===== config.mk =====
export PLATFORM = sky130hd
export DESIGN_NAME = tty_tx
export DESIGN_NICKNAME = d
export VERILOG_FILES = /design/src/rtl/tty_tx_pkg.sv /design/src/rtl/tty_tx_baud.sv /design/src/rtl/tty_tx.sv
export SDC_FILE = /design/constraint.sdc
export NUM_CORES = 1
export LEC_CHECK = 0
export ABC_AREA = 1
export BUFFER_PORTS_ARGS = -buffer_cell sky130_fd_sc_hd__buf_2
export CAP_MARGIN = 15
export CORE_MARGIN = 1
export CORE_UTILIZATION = 55
export CTS_BUF_LIST = sky130_fd_sc_hd__clkbuf_16
export CTS_CLUSTER_SIZE = 16
export DETAILED_ROUTE_END_ITERATION = 16
export PLACE_DENSITY = 0.81
export SYNTH_ARGS = -nofsm -noshare
export SYNTH_HDL_FRONTEND = slang
export SYNTH_SLANG_ARGS = --single-unit

===== constraint.sdc =====
create_clock -name clk -period 3.55 [get_ports clk]
set_input_delay 1.065 -clock clk [delete_from_list [all_inputs] [get_ports clk]]
set_output_delay 1.065 -clock clk [all_outputs]
set_load 0.02 [all_outputs]

===== src/rtl/tty_tx_pkg.sv =====
// Shared constants for the console teleprinter: major-state code, IOT opcodes,
// and the shifter state encoding.
package tty_tx_pkg;

  // Major-state code for the execute phase in which IOTs are decoded
  localparam logic [4:0] F3 = 5'd3;

  // Teleprinter IOT group plus the keyboard-interrupt-enable shared decode
  localparam logic [11:0] IOT_TFL = 12'o6040;
  localparam logic [11:0] IOT_TSF = 12'o6041;
  localparam logic [11:0] IOT_TCF = 12'o6042;
  localparam logic [11:0] IOT_TPC = 12'o6044;
  localparam logic [11:0] IOT_TSK = 12'o6045;
  localparam logic [11:0] IOT_TLS = 12'o6046;
  localparam logic [11:0] IOT_KIE = 12'o6035;

  typedef enum logic [1:0] {
    IDLE  = 2'd0,
    START = 2'd1,
    DATA  = 2'd2,
    STOP  = 2'd3
  } tx_state_e;

endpackage


===== src/rtl/tty_tx_baud.sv =====
// Divide-by-DIV bit-period counter. Counts 0..DIV-1 and wraps; tick_o is high
// for the single cycle the count sits at DIV-1. restart_i pins it to 0.
module tty_baud #(
  parameter int DIV = 16
) (
  input  logic clk_i,
  input  logic rst_ni,
  input  logic restart_i,
  output logic tick_o
);

  localparam int W = (DIV > 1) ? $clog2(DIV) : 1;
  localparam logic [W-1:0] LAST = W'(DIV - 1);

  logic [W-1:0] cnt_q;

  // Free-running period counter with synchronous restart
  always_ff @(posedge clk_i) begin
    if (!rst_ni || restart_i) cnt_q <= '0;
    else if (cnt_q == LAST)   cnt_q <= '0;
    else                      cnt_q <= cnt_q + W'(1);
  end

  assign tick_o = (cnt_q == LAST);

endmodule


===== src/rtl/tty_tx.sv =====
// PDP-8/e console teleprinter transmitter: decodes the 604x IOT group in F3,
// serializes ac[4:11] as an 8N1/8N2 frame on tx, and keeps the printer flag.
module tty_tx
  import tty_tx_pkg::*;
#(
  parameter int CLOCK_FREQ = 50_000_000,
  parameter int BAUD       = 9600,
  parameter int STOP_BITS  = 2
) (
  input  logic        clk,
  input  logic        reset,
  input  logic        clear,
  input  logic [4:0]  state,
  input  logic [0:11] instruction,
  input  logic [0:11] ac,
  input  logic        UF,
  input  logic        kbd_flag,
  output logic        tx,
  output logic        skip,
  output logic        flag,
  output logic        irq,
  output logic        busy
);

  localparam int DIV = CLOCK_FREQ / BAUD;
  localparam logic [2:0] LAST_STOP = 3'(STOP_BITS - 1);

  tx_state_e  st_q;
  logic [7:0] sh_q, hold_q;
  logic       hold_v_q;
  logic [2:0] bit_q;
  logic       tx_q, flag_q, ie_q, skip_q;

  logic       iot, op_load, op_clr_flag, op_set_flag, op_kie, skip_d;
  logic       tick, restart, frame_end, direct;
  logic [7:0] ch;
  logic       unused_ac;

  assign ch        = ac[4:11];      // ch[0] = ac[11], sent first
  assign unused_ac = ^ac[0:3];

  // IOT decode, qualified by F3 and supervisor mode
  always_comb begin
    iot         = (state == F3) && !UF;
    op_load     = 1'b0;
    op_clr_flag = 1'b0;
    op_set_flag = 1'b0;
    op_kie      = 1'b0;
    skip_d      = 1'b0;
    if (iot) begin
      op_load     = (instruction == IOT_TPC) || (instruction == IOT_TLS);
      op_clr_flag = (instruction == IOT_TCF) || (instruction == IOT_TLS);
      op_set_flag = (instruction == IOT_TFL);
      op_kie      = (instruction == IOT_KIE);
      skip_d      = ((instruction == IOT_TSF) && flag_q) ||
                    ((instruction == IOT_TSK) && (flag_q || kbd_flag));
    end
  end

  assign frame_end = (st_q == STOP) && tick && (bit_q == LAST_STOP);
  // A load goes straight into the shifter when nothing else will occupy it
  assign direct    = (st_q == IDLE) || (frame_end && !hold_v_q);
  // Only an idle start needs a restart; chained frames start on a wrap
  assign restart   = clear || ((st_q == IDLE) && op_load);

  tty_baud #(.DIV(DIV)) u_baud (
    .clk_i     (clk),
    .rst_ni    (reset),
    .restart_i (restart),
    .tick_o    (tick)
  );

  // Shifter FSM, holding register, printer flag, interrupt enable and skip
  always_ff @(posedge clk) begin
    if (!reset || clear) begin
      st_q     <= IDLE;
      tx_q     <= 1'b1;
      sh_q     <= '0;
      hold_q   <= '0;
      hold_v_q <= 1'b0;
      bit_q    <= '0;
      flag_q   <= 1'b0;
      ie_q     <= 1'b1;
      skip_q   <= 1'b0;
    end else begin
      skip_q <= skip_d;
      if (op_kie) ie_q <= ac[11];
      // TCF/TLS beat a frame completing in the same cycle
      if (op_clr_flag)                   flag_q <= 1'b0;
      else if (op_set_flag || frame_end) flag_q <= 1'b1;

      case (st_q)
        IDLE: if (op_load) begin
          sh_q <= ch;
          tx_q <= 1'b0;
          st_q <= START;
        end
        START: if (tick) begin
          tx_q  <= sh_q[0];
          sh_q  <= {1'b0, sh_q[7:1]};
          bit_q <= '0;
          st_q  <= DATA;
        end
        DATA: if (tick) begin
          if (bit_q == 3'd7) begin
            tx_q  <= 1'b1;
            bit_q <= '0;
            st_q  <= STOP;
          end else begin
            tx_q  <= sh_q[0];
            sh_q  <= {1'b0, sh_q[7:1]};
            bit_q <= bit_q + 3'd1;
          end
        end
        STOP: if (tick) begin
          if (bit_q == LAST_STOP) begin
            if (hold_v_q) begin
              sh_q <= hold_q;
              tx_q <= 1'b0;
              st_q <= START;
            end else if (op_load) begin
              sh_q <= ch;
              tx_q <= 1'b0;
              st_q <= START;
            end else begin
              st_q <= IDLE;
            end
          end else begin
            bit_q <= bit_q + 3'd1;
          end
        end
        default: st_q <= IDLE;
      endcase

      // Last writer wins; a pop and a new load in one cycle keep it full
      if (op_load && !direct) begin
        hold_q   <= ch;
        hold_v_q <= 1'b1;
      end else if (frame_end && hold_v_q) begin
        hold_v_q <= 1'b0;
      end
    end
  end

  assign tx   = tx_q;
  assign skip = skip_q;
  assign flag = flag_q;
  assign irq  = flag_q & ie_q;
  assign busy = (st_q != IDLE) || hold_v_q;

endmodule


After elaboration in Yosys (flattened, before gate mapping)
Cells that the tools add are included.
{ "totals": {"register_bits": 39, "in_bits": 34, "output_inout_bits": 5, "wordCells": 107} }
{ "op_classes": {"add_sub_neg": 2, "eq_ne": 22, "mux": 37, "bitwise_logic": 2, "reduce_logical": 34} }
{ "op_table": {"columns": ["cell", "n"], "rows": [
  ["$eq 12x12->1 const B", 7],
  ["$mux 8", 7],
  ["$pmux 8 s4", 1],
  ["$mux 1", 15],
  ["$mux 3", 5],
  ["$ne 2x2->1 const B", 7],
  ["$add 13x1->13 const B", 1],
  ["$eq 13x13->1 const B", 1],
  ["$mux 2", 6],
  ["$logic_or 1x1->1", 10],
  ["$reduce_and 5->1", 2],
  ["$logic_and 1x1->1", 9],
  ["$pmux 3 s3", 1],
  ["$pmux 2 s4", 1],
  ["$reduce_and 6->1", 1],
  ["$reduce_or 2->1", 3],
  ["$eq 5x2->1 const B", 1],
  ["$eq 2x2->1 const B", 2],
  ["$logic_not 1->1", 4],
  ["$pmux 1 s4", 1],
  ["$reduce_and 4->1", 1],
  ["$reduce_bool 2->1", 2],
  ["$add 3x1->3 const B", 1],
  ["$eq 3x1->1 const B", 1],
  ["other kinds (7)", 7]
]} }

Longest topological paths before layout
Gate-level depths: netlist of the first run.
{ "depth": {"depth_word": 8, "depth_mapped": 11, "mapped_depth_nobuf": 11} }

Hierarchy
Synthesis of the first run repeated with hierarchy kept, for this count alone.
{ "hier_totals": {"cells_unflattened": 344, "area_unflattened_um2": 2316.0} }
{ "by_module_without_submodules": {"columns": ["mod", "n_inst", "cells_each", "area_each_um2", "seq_area_each_um2"], "rows": [
  ["tty_tx", 1, 249, 1622.8, 520.5],
  ["tty_baud", 1, 95, 693.2, 260.2]
]} }

Worst setup path before layout of the first run
Ideal clock, no wire load.
{ "synth_timing": {"kind": "in2reg", "startpoint": "input port instruction[4] (netlist name)", "endpoint": "register hold_q[0]", "setup_ns": 0.138, "t_arrival_ns": 2.086, "required_time_ns": 3.412, "slack_ns": 1.325, "cell_stages": 8, "n_path_buf": 0, "cell_sequence": "nor2_1 nand3_1 nor2_1 nand2_1 nor3_4 nand2_4 nor2_1 nor3_2"} }
{ "synth_between": {"elab_chain_cells": 4, "word_cells_on_any_way": 5, "cone_classes": "2 x eq/ne; 1 x mux; 2 x reduce/logical"} }
{ "synth_lines": {"columns": ["element", "line_no", "text"], "rows": [
  ["from (decl)", "tty_tx.sv:14", "input logic [0:11] instruction,"],
  ["$eq 12x12->1", "tty_tx.sv:51", "op_load = (instruction == IOT_TPC) || (instruction == IOT_TLS);"],
  ["$logic_or 1x1->1 (*)", "tty_tx.sv:51", null],
  ["$mux 1 (*)", "tty_tx.sv:50", "if (iot) begin"],
  ["$logic_and 1x1->1 (*)", "tty_tx.sv:136", "if (op_load && !direct) begin"],
  ["to (signal assigned)", "tty_tx.sv:137", "hold_q <= ch;"],
  ["to (decl)", "tty_tx.sv:29", "logic [7:0] sh_q, hold_q;"]
]} }
Every way passes the cells marked *; elsewhere a longest branch is shown, timed or not.
A chain may end at the register's enable or synchronous reset.

Worst setup path in the final report of the first run
{ "layout_timing": {"startpoint": "register st_q[0]", "endpoint": "output port busy"} }
{ "layout_between": {"elab_chain_cells": 2} }
{ "layout_lines": {"columns": ["element", "line_no", "text"], "rows": [
  ["from (decl)", "tty_tx.sv:28", "tx_state_e st_q;"],
  ["from (signal assigned)", "tty_tx.sv:76", "st_q <= IDLE;"],
  ["from (signal assigned)", "tty_tx.sv:96", "st_q <= START;"],
  ["from (signal assigned)", "tty_tx.sv:102", "st_q <= DATA;"],
  ["$reduce_bool 2->1", "tty_tx.sv:149", "assign busy = (st_q != IDLE) || hold_v_q;"],
  ["$logic_or 1x1->1", "tty_tx.sv:149", null],
  ["to (decl)", "tty_tx.sv:22", "output logic busy"]
]} }
Every way passes these cells.

==> results of run 1 <==
==> state kept, by name, summed over array words and instances (netlist names) <==
| name | flops |
|---|---|
| ie_q | 1 |
| hold_q | 8 |
| hold_v_q | 1 |
| u_baud.cnt_q | 13 |
| sh_q | 8 |
| flag | 1 |
| skip | 1 |
| tx | 1 |
| st_q | 2 |
| bit_q | 3 |
==> worst paths after layout <==
path / from / to / slack (ns)
max: st_q[0] / busy / 1.16
min: u_baud.cnt_q[0] / u_baud.cnt_q[0] / 0.45
max reg2reg: st_q[0] / u_baud.cnt_q[11] / 1.40
min reg2reg: u_baud.cnt_q[0] / u_baud.cnt_q[0] / 0.45
==> cell type report <==
type                       count  area share [%]
timing repair buffer          35            7.04
multi-input combinational    238            49.4
clock inverter                 2           0.347
tap                           48            2.38
clock buffer                   5            4.96
inverter                      33            4.91
sequential                    39            30.9
==> worst max-delay path, delay by kind of cell, from the launching register on <==
family | cells | cell delay (ns)
fa+ha+maj | 1 | 0.29
simple gates | 1 | 0.12
buf+inv | 2 | 0.24
flops | 1 | 0.39
==> power by group <==
| group | internal [mW] | total [mW] | switching [mW] |
|---|---|---|---|
| Combinational | 0.0163 | 0.0374 | 0.0211 |
| Clock | 0.252 | 0.407 | 0.155 |
| Sequential | 0.439 | 0.440 | 0.000810 |
==> layer usage <==
layer,global-route usage (%),vias up,share of wire [%]
met5,0,-,0
met4,6.52,0,0.55
met3,6.25,2,5.4
met2,38.9,55,45
met1,31.0,895,49
li1,-,1117,-
==> synthesized netlist by cell type (all sizes together) (4+ instances only) <==
cell / n
nor2: 48
o21ai: 4
nand2: 72
nand4: 12
a21oi: 30
clkbuf: 6
nor3: 19
dfxtp: 39
inv: 31
nand3: 31
ha: 8
==> cells by family (layout without fill, tap and decap cells) <==
kind of cell             Yosys count  count (layout)  synth area share (%)
AND/OR/NAND/NOR                  187             187                  41.1
adder cells (fa/ha/maj)            8               8                  4.57
XOR/XNOR                           4               4                  1.60
flip-flops                        39              39                  35.6
buffers and inverters             42              75                  7.48
AO/OA/AOI/OAI                     39              39                  9.65
==> flow_summary.ini, run 1 <==
[routing]
routed_wl_um = 4750
dr.pass1.iters = 4
viasPerCell = 5.17
drc = 0
avgRoutedWirePerCell_um = 11.9
drtIter0Drc = 127
vias = 2069
antenna_left = 0

[run_status]
status = completed

[final_layout]
drive_gt1_share_pct = 16.8
postLayoutCellArea_um2 = 2520
antenna_cells = 0
ff_latch_area_um2 = 781
mostFrequentLayoutCells = nand2_1 (69), nor2_1 (45), dfxtp_1 (39)
fin_util_pct = 67.4
fillers = 328
nNetsFinal = 394
fin_cells = 400
layout_commonest_cell = nand2_1
areaGrowthSynthToFinish_pct = 15.1
multi_input_area_um2 = 1250

[clock_network]
root_buffer = clkbuf_16
clk_latency_ns = 0.27
clk_path_buf_depth = 2
htree_num_levels = 2
cts.sinks = 39
post_cts_buffers = 0
cts_tree = done
cts_buffers = 5
cts.clk_slew.worst_paths_ns = 0.05
cts_resized = 0
cts-hold-fix-buffers = 0

[global_route]
grt_pass1_wl_um = 7820
antenna_found_initial = 0
grt-ovfl-total = 0
grt_max_degree = 22
grtUsageTotal_pct = 23.9
grt_pass1_vias = 1824

[sta]
tightest_slew_ns = 0.802
fmax_mhz = 418
finalMaxSlewViolations = 0
layout_setup_ws_ns = 1.16
setup_tns_ns = 0
setup_viol = 0
rsz0062_at_grt = false
hold_viol = 0
whs_ns = 0.449
period_needed_ns = 2.39
finalClockSkew_ns = 0.00239
slew_headroom_pct = 46.5
period_share_pct = 67.3

[floorplanning]
die_x_um = 65.1
fp.coreArea_um2 = 3740
start_util_pct = 58.6
rows = 22
die_area_um2 = 4240
die_h_um = 65.1
io_pins = 39

[synthesis]
synthArstFlopShare_pct = 0
synth_largest_area_cell = dfxtp_1
synthCells = 319
synth-main-ff-cell = dfxtp_1
ys.warnings.count = 0
syn_area_um2 = 2190
yosysUniqueCellTypes = 33
synth_seq_cells = 39
syn_avg_cell_area_um2 = 6.87
ys_seq_area_share_pct = 35.6
synthesis.nets = 361
yosys.area.top_type_share_pct = 35.6
synth_area_leaders = dfxtp_1 (36%), nand2_1 (12%), nor2_1 (7.7%), nand3_1 (7.1%), a21oi_1 (6.8%)
synth-edff-count = 0

[hold_path]
holdCritPathClass = register to register
min_path_cells = 1

[place]
io_buffers = 34
placed_area_um2 = 2390
placed_cells_incl_taps = 393
routabilityCongestion = 0.844
post-place-ws_ns = 0.936
hpwl_um = 3360

[critical_path]
startpoint_type = register
arrival_ns = 1.33
crit_chain = inv_1, ha_1, nand2_1, buf_2
worst_r2r_path_depth = 5
path_class = register to output pin
cpPeakStageDelay_ns = 0.39
cp_max_fo = 5
critPathRequiredTime_ns = 2.48
cpMaxStageDelayCell = dfxtp_1
end_kind = output pin

[pwr]
p_leak_nw = 1.08
power_density_nw_per_um2 = 350
power_mw = 0.884
peakVddDrop_mv = 0.214

[run]
max-cap-violations = 0
(Power assumes the default switching activity.)
==> inputs of run 2 (changes only) <==
==> constraint.sdc (replaced) <==
create_clock -name clk -period 2.29 [get_ports clk]
set_input_delay 0.687 -clock clk [delete_from_list [all_inputs] [get_ports clk]]
set_output_delay 0.687 -clock clk [all_outputs]
set_load 0.02 [all_outputs]
==> run 2 against run 1 <==
Net effect: worst hold slack lost 0.0048 ns; routed wire length grew 2.0%; register-to-register slack lost 0.98 ns; global-route usage grew 1.0 points; design area grew 1.9%; clock-buffer cell count is the same; sequential cell count is the same; die area is the same; total power grew 56%; critical path type unchanged; critical endpoint unchanged.
==> flow_summary.ini, run 2 (same netlist as run 1, synthesis figures left out) <==
[run_status]
status = completed

[final_layout]
largest_register_ffs = 13
drive_gt1_share_pct = 18.1
areaGrowthSynthToFinish_pct = 17.4
top_register = u_baud.cnt_q
mostFrequentLayoutCells = nand2_1 (69), nor2_1 (45), dfxtp_1 (39)
fillers = 348
antenna_cells = 0
fin_util_pct = 68.7
layout_commonest_cell = nand2_1
nNetsFinal = 400
reg_top3 = u_baud.cnt_q (13), hold_q (8), sh_q (8)

[global_route]
grt_max_degree = 19
grtUsageTotal_pct = 24.9
grt-ovfl-total = 0
antenna_found_initial = 0
grt_pass1_vias = 1976
grt_pass1_wl_um = 8250

[place]
hpwl_um = 3640
io_buffers = 34
routabilityCongestion = 0.829

[sta]
hold_viol = 0
tightest_slew_ns = 0.532
setup_tns_ns = 0
finalMaxSlewViolations = 0
finalClockSkew_ns = 0.00320
slew_headroom_pct = 64.4
period_needed_ns = 2.01
period_share_pct = 87.6
fmax_mhz = 499
rsz0062_at_grt = false
setup_viol = 0

[critical_path]
startpoint_type = register
cp_max_fo = 5
end_kind = output pin
cpPeakStageDelay_ns = 0.39
arrival_ns = 1.32
cpMaxStageDelayCell = dfxtp_1
critPathRequiredTime_ns = 1.60
crit_chain = inv_1, ha_1, nand2_1, buf_2
path_class = register to output pin

[clock_network]
clk_path_buf_depth = 2
htree_num_levels = 2
cts-hold-fix-buffers = 0
cts.clk_slew.worst_paths_ns = 0.05
post_cts_buffers = 0
cts_buffers = 5
cts_tree = done
cts_resized = 0
clk_latency_ns = 0.27
root_buffer = clkbuf_16
cts.sinks = 39

[floorplanning]
die_x_um = 65.1
rows = 22
io_pins = 39
fp.coreArea_um2 = 3740
die_area_um2 = 4240
start_util_pct = 58.6
die_h_um = 65.1

[run]
max-cap-violations = 0

[routing]
drtIter0Drc = 161
dr.pass1.iters = 4
drc = 0
avgRoutedWirePerCell_um = 11.9
routed_wl_um = 4840
vias = 2154
viasPerCell = 5.29
antenna_left = 0

[pwr]
peakVddDrop_mv = 0.283
power_mw = 1.38
power_density_nw_per_um2 = 536
p_leak_nw = 1.12

[hold_path]
holdCritPathClass = register to register
run 2: cell count changes in the layout (fill, tap and decap cells not counted), sizes merged:
cell,previous run,this run
buf,35,41
clkinv,4,3
inv,31,33
run 2: area by class of cell:
| type | instances | area (µm²) | area share (%) |
|---|---|---|---|
| inverters | 33 | 124 | 4.82 |
| well taps | 48 | 60.1 | 2.33 |
| multi-input cells | 238 | 1250 | 48.5 |
| clock inverters | 3 | 12.5 | 0.486 |
| repair buffers | 41 | 223 | 8.66 |
| flip-flops and latches | 39 | 781 | 30.4 |
| clock buffers | 5 | 125 | 4.86 |
run 2: critical path, delay by kind of cell (launching register included):
family	cells	cell delay, ns
flops	1	0.39
fa+ha+maj	1	0.30
simple gates	1	0.11
buf+inv	2	0.24
run 2: per-layer routing:
layer	GRT usage, %	part of all wire [%]
met1	33.2	48
met2	39.5	44
met3	5.03	6.7
met4	9.51	1.3
met5	0	0
run 2: report_power, final:
group | internal (mW) | switching (mW) | leakage [nW] | total, mW
combinational | 0.0284 | 0.0341 | 0.733 | 0.0625
clock | 0.392 | 0.241 | 0.0762 | 0.633
sequential | 0.681 | 0.00115 | 0.314 | 0.682
run 2: path summary, 6_finish.rpt:
| kind | start | endpoint | slack (ns) | cells past startpoint |
|---|---|---|---|---|
| hold reg to reg | u_baud.cnt_q[0] | u_baud.cnt_q[0] | 0.44 | 1 |
| setup reg to reg | st_q[0] | sh_q[4] | 0.42 | 8 |
| setup / recovery | st_q[0] | busy | 0.28 | 4 |
| hold / removal | u_baud.cnt_q[0] | u_baud.cnt_q[0] | 0.44 | 1 |
run 2: stage by stage:
| step | std cells | setup WS, ns | hold slack [ns] | instance area (µm²) |
|---|---|---|---|---|
| after floorplan | 319 | 0.443 | 0.418 | 2190 |
| after global placement | 399 | 0.148 | 0.428 | 2430 |
| after detailed placement | 399 | 0.0901 | 0.438 | 2430 |
| after CTS | 407 | 0.284 | 0.449 | 2570 |
| after global routing | 407 | 0.187 | 0.468 | 2570 |
| final | 407 | 0.285 | 0.444 | 2570 |
==> inputs of run 3 (changes only) <==
--- a/config.mk
+++ b/config.mk
@@ -14,6 +14,7 @@
 export CTS_CLUSTER_SIZE = 16
 export DETAILED_ROUTE_END_ITERATION = 16
 export PLACE_DENSITY = 0.81
+export RECOVER_POWER = 50
 export SYNTH_ARGS = -nofsm -noshare
 export SYNTH_HDL_FRONTEND = slang
 export SYNTH_SLANG_ARGS = --single-unit
==> run 3 against run 2 <==
Net effect: clock power barely moved; sequential share of layout area rose by 0.27 points; routed wire length barely moved; combinational power fell by 0.8%; maximum frequency fell by 0.34%; non-clock buffer count did not move; core utilization fell by 0.60 points; setup slack got worse by 0.0068 ns.
==> flow_summary.ini, run 3 (same netlist as run 1, synthesis figures left out) <==
[final_layout]
mostFrequentLayoutCells = nand2_1 (71), nor2_1 (46), dfxtp_1 (39)
fin_cells = 407
top_register = u_baud.cnt_q
postLayoutCellArea_um2 = 2550
areaGrowthSynthToFinish_pct = 16.3
reg_top3 = u_baud.cnt_q (13), hold_q (8), sh_q (8)
fin_util_pct = 68.1
nNetsFinal = 400
drive_gt1_share_pct = 15.9
layout_commonest_cell = nand2_1
fillers = 355
antenna_cells = 0
largest_register_ffs = 13

[critical_path]
worst_r2r_path_depth = 9
reg2reg_slack_ns = 0.38
cpMaxStageDelayCell = dfxtp_1
critPathRequiredTime_ns = 1.60
arrival_ns = 1.33
crit_chain = inv_1, ha_1, nand2_1, buf_2
timing.rr.start = u_baud.cnt_q[0]
path_class = register to output pin
cp_max_fo = 5
startpoint_type = register
reg2reg_to = hold_q[0]
end_kind = output pin
cpPeakStageDelay_ns = 0.39

[global_route]
grt_max_degree = 19
top_usage_layer = met2
grtUsageMet1_pct = 33.2
grt_pass1_wl_um = 8250
use_met2_pct = 39.5
use_met3_pct = 5.03
grt-ovfl-total = 0
grt_pass1_vias = 1976
antenna_found_initial = 0
grtUsageTotal_pct = 24.9

[routing]
antenna_left = 0
drc = 0
drtIter0Drc = 157
vias = 2153
viasPerCell = 5.29
dr.pass1.iters = 4
routed_wl_um = 4840
avgRoutedWirePerCell_um = 11.9

[clock_network]
clk_latency_ns = 0.27
cts_resized = 0
cts_buffers = 5
cts-hold-fix-buffers = 0
cts.clk_slew.worst_paths_ns = 0.05
cts.sinks = 39
root_buffer = clkbuf_16
cts_tree = done
post_cts_buffers = 0
htree_num_levels = 2
clk_path_buf_depth = 2

[sta]
rsz0062_at_grt = false
finalMaxSlewViolations = 0
setup_viol = 0
whs_ns = 0.445
setup_tns_ns = 0
slew_headroom_pct = 66.4
finalClockSkew_ns = 0.00301
fmax_mhz = 497
hold_viol = 0
period_share_pct = 87.9
period_needed_ns = 2.01
tightest_slew_ns = 0.502
layout_setup_ws_ns = 0.278

[floorplanning]
rows = 22
die_h_um = 65.1
fp.coreArea_um2 = 3740
die_area_um2 = 4240
start_util_pct = 58.6
die_x_um = 65.1
io_pins = 39

[place]
placed_area_um2 = 2430
placed_cells_incl_taps = 399
io_buffers = 34
routabilityCongestion = 0.829
post-place-ws_ns = 0.0901
hpwl_um = 3640

[run_status]
status = completed

[hold_path]
min_path_cells = 1
holdCritStartpoint = u_baud.cnt_q[0]
holdCritPathClass = register to register
worstHoldEndpoint = u_baud.cnt_q[0]

[pwr]
peakVddDrop_mv = 0.282
power_density_nw_per_um2 = 540
p_leak_nw = 1.09
power_mw = 1.38

[run]
max-cap-violations = 0
-- run 3: worst max-delay path by stage --
stage                          from        end  slack, ns
floorplan            instruction[4]  hold_q[0]       0.44
global placement     instruction[4]    sh_q[6]       0.15
detailed placement   instruction[4]    sh_q[4]       0.09
CTS                         st_q[0]       busy       0.28
global route        u_baud.cnt_q[0]  hold_q[5]       0.15
finish                      st_q[0]       busy       0.28
-- run 3: routing by layer --
metal,vias to the layer above,share of wire (%)
met5,-,0
met4,0,1.3
met3,8,8.6
met2,69,44
met1,946,46
li1,1130,-
-- run 3: final cells by class --
type	instances	area (µm²)	area share [%]
Clock buffer	5	125	4.91
Clock inverter	3	12.5	0.491
Inverter	33	124	4.86
Multi-Input combinational cell	238	1230	48.2
Sequential cell	39	781	30.6
Tap cell	48	60.1	2.36
Timing Repair Buffer	41	218	8.54
-- run 3: worst max-delay path, delay by kind of cell (launching register included) --
kind | cells | cell delay, ns
simple gates | 1 | 0.11
buf+inv | 2 | 0.25
fa+ha+maj | 1 | 0.30
flops | 1 | 0.39
-- run 3: power by group --
part | total [mW] | switching (mW) | leakage (nW) | internal (mW)
logic | 0.0620 | 0.0340 | 0.700 | 0.0281
registers | 0.682 | 0.00115 | 0.314 | 0.681
clock network | 0.632 | 0.240 | 0.0762 | 0.392
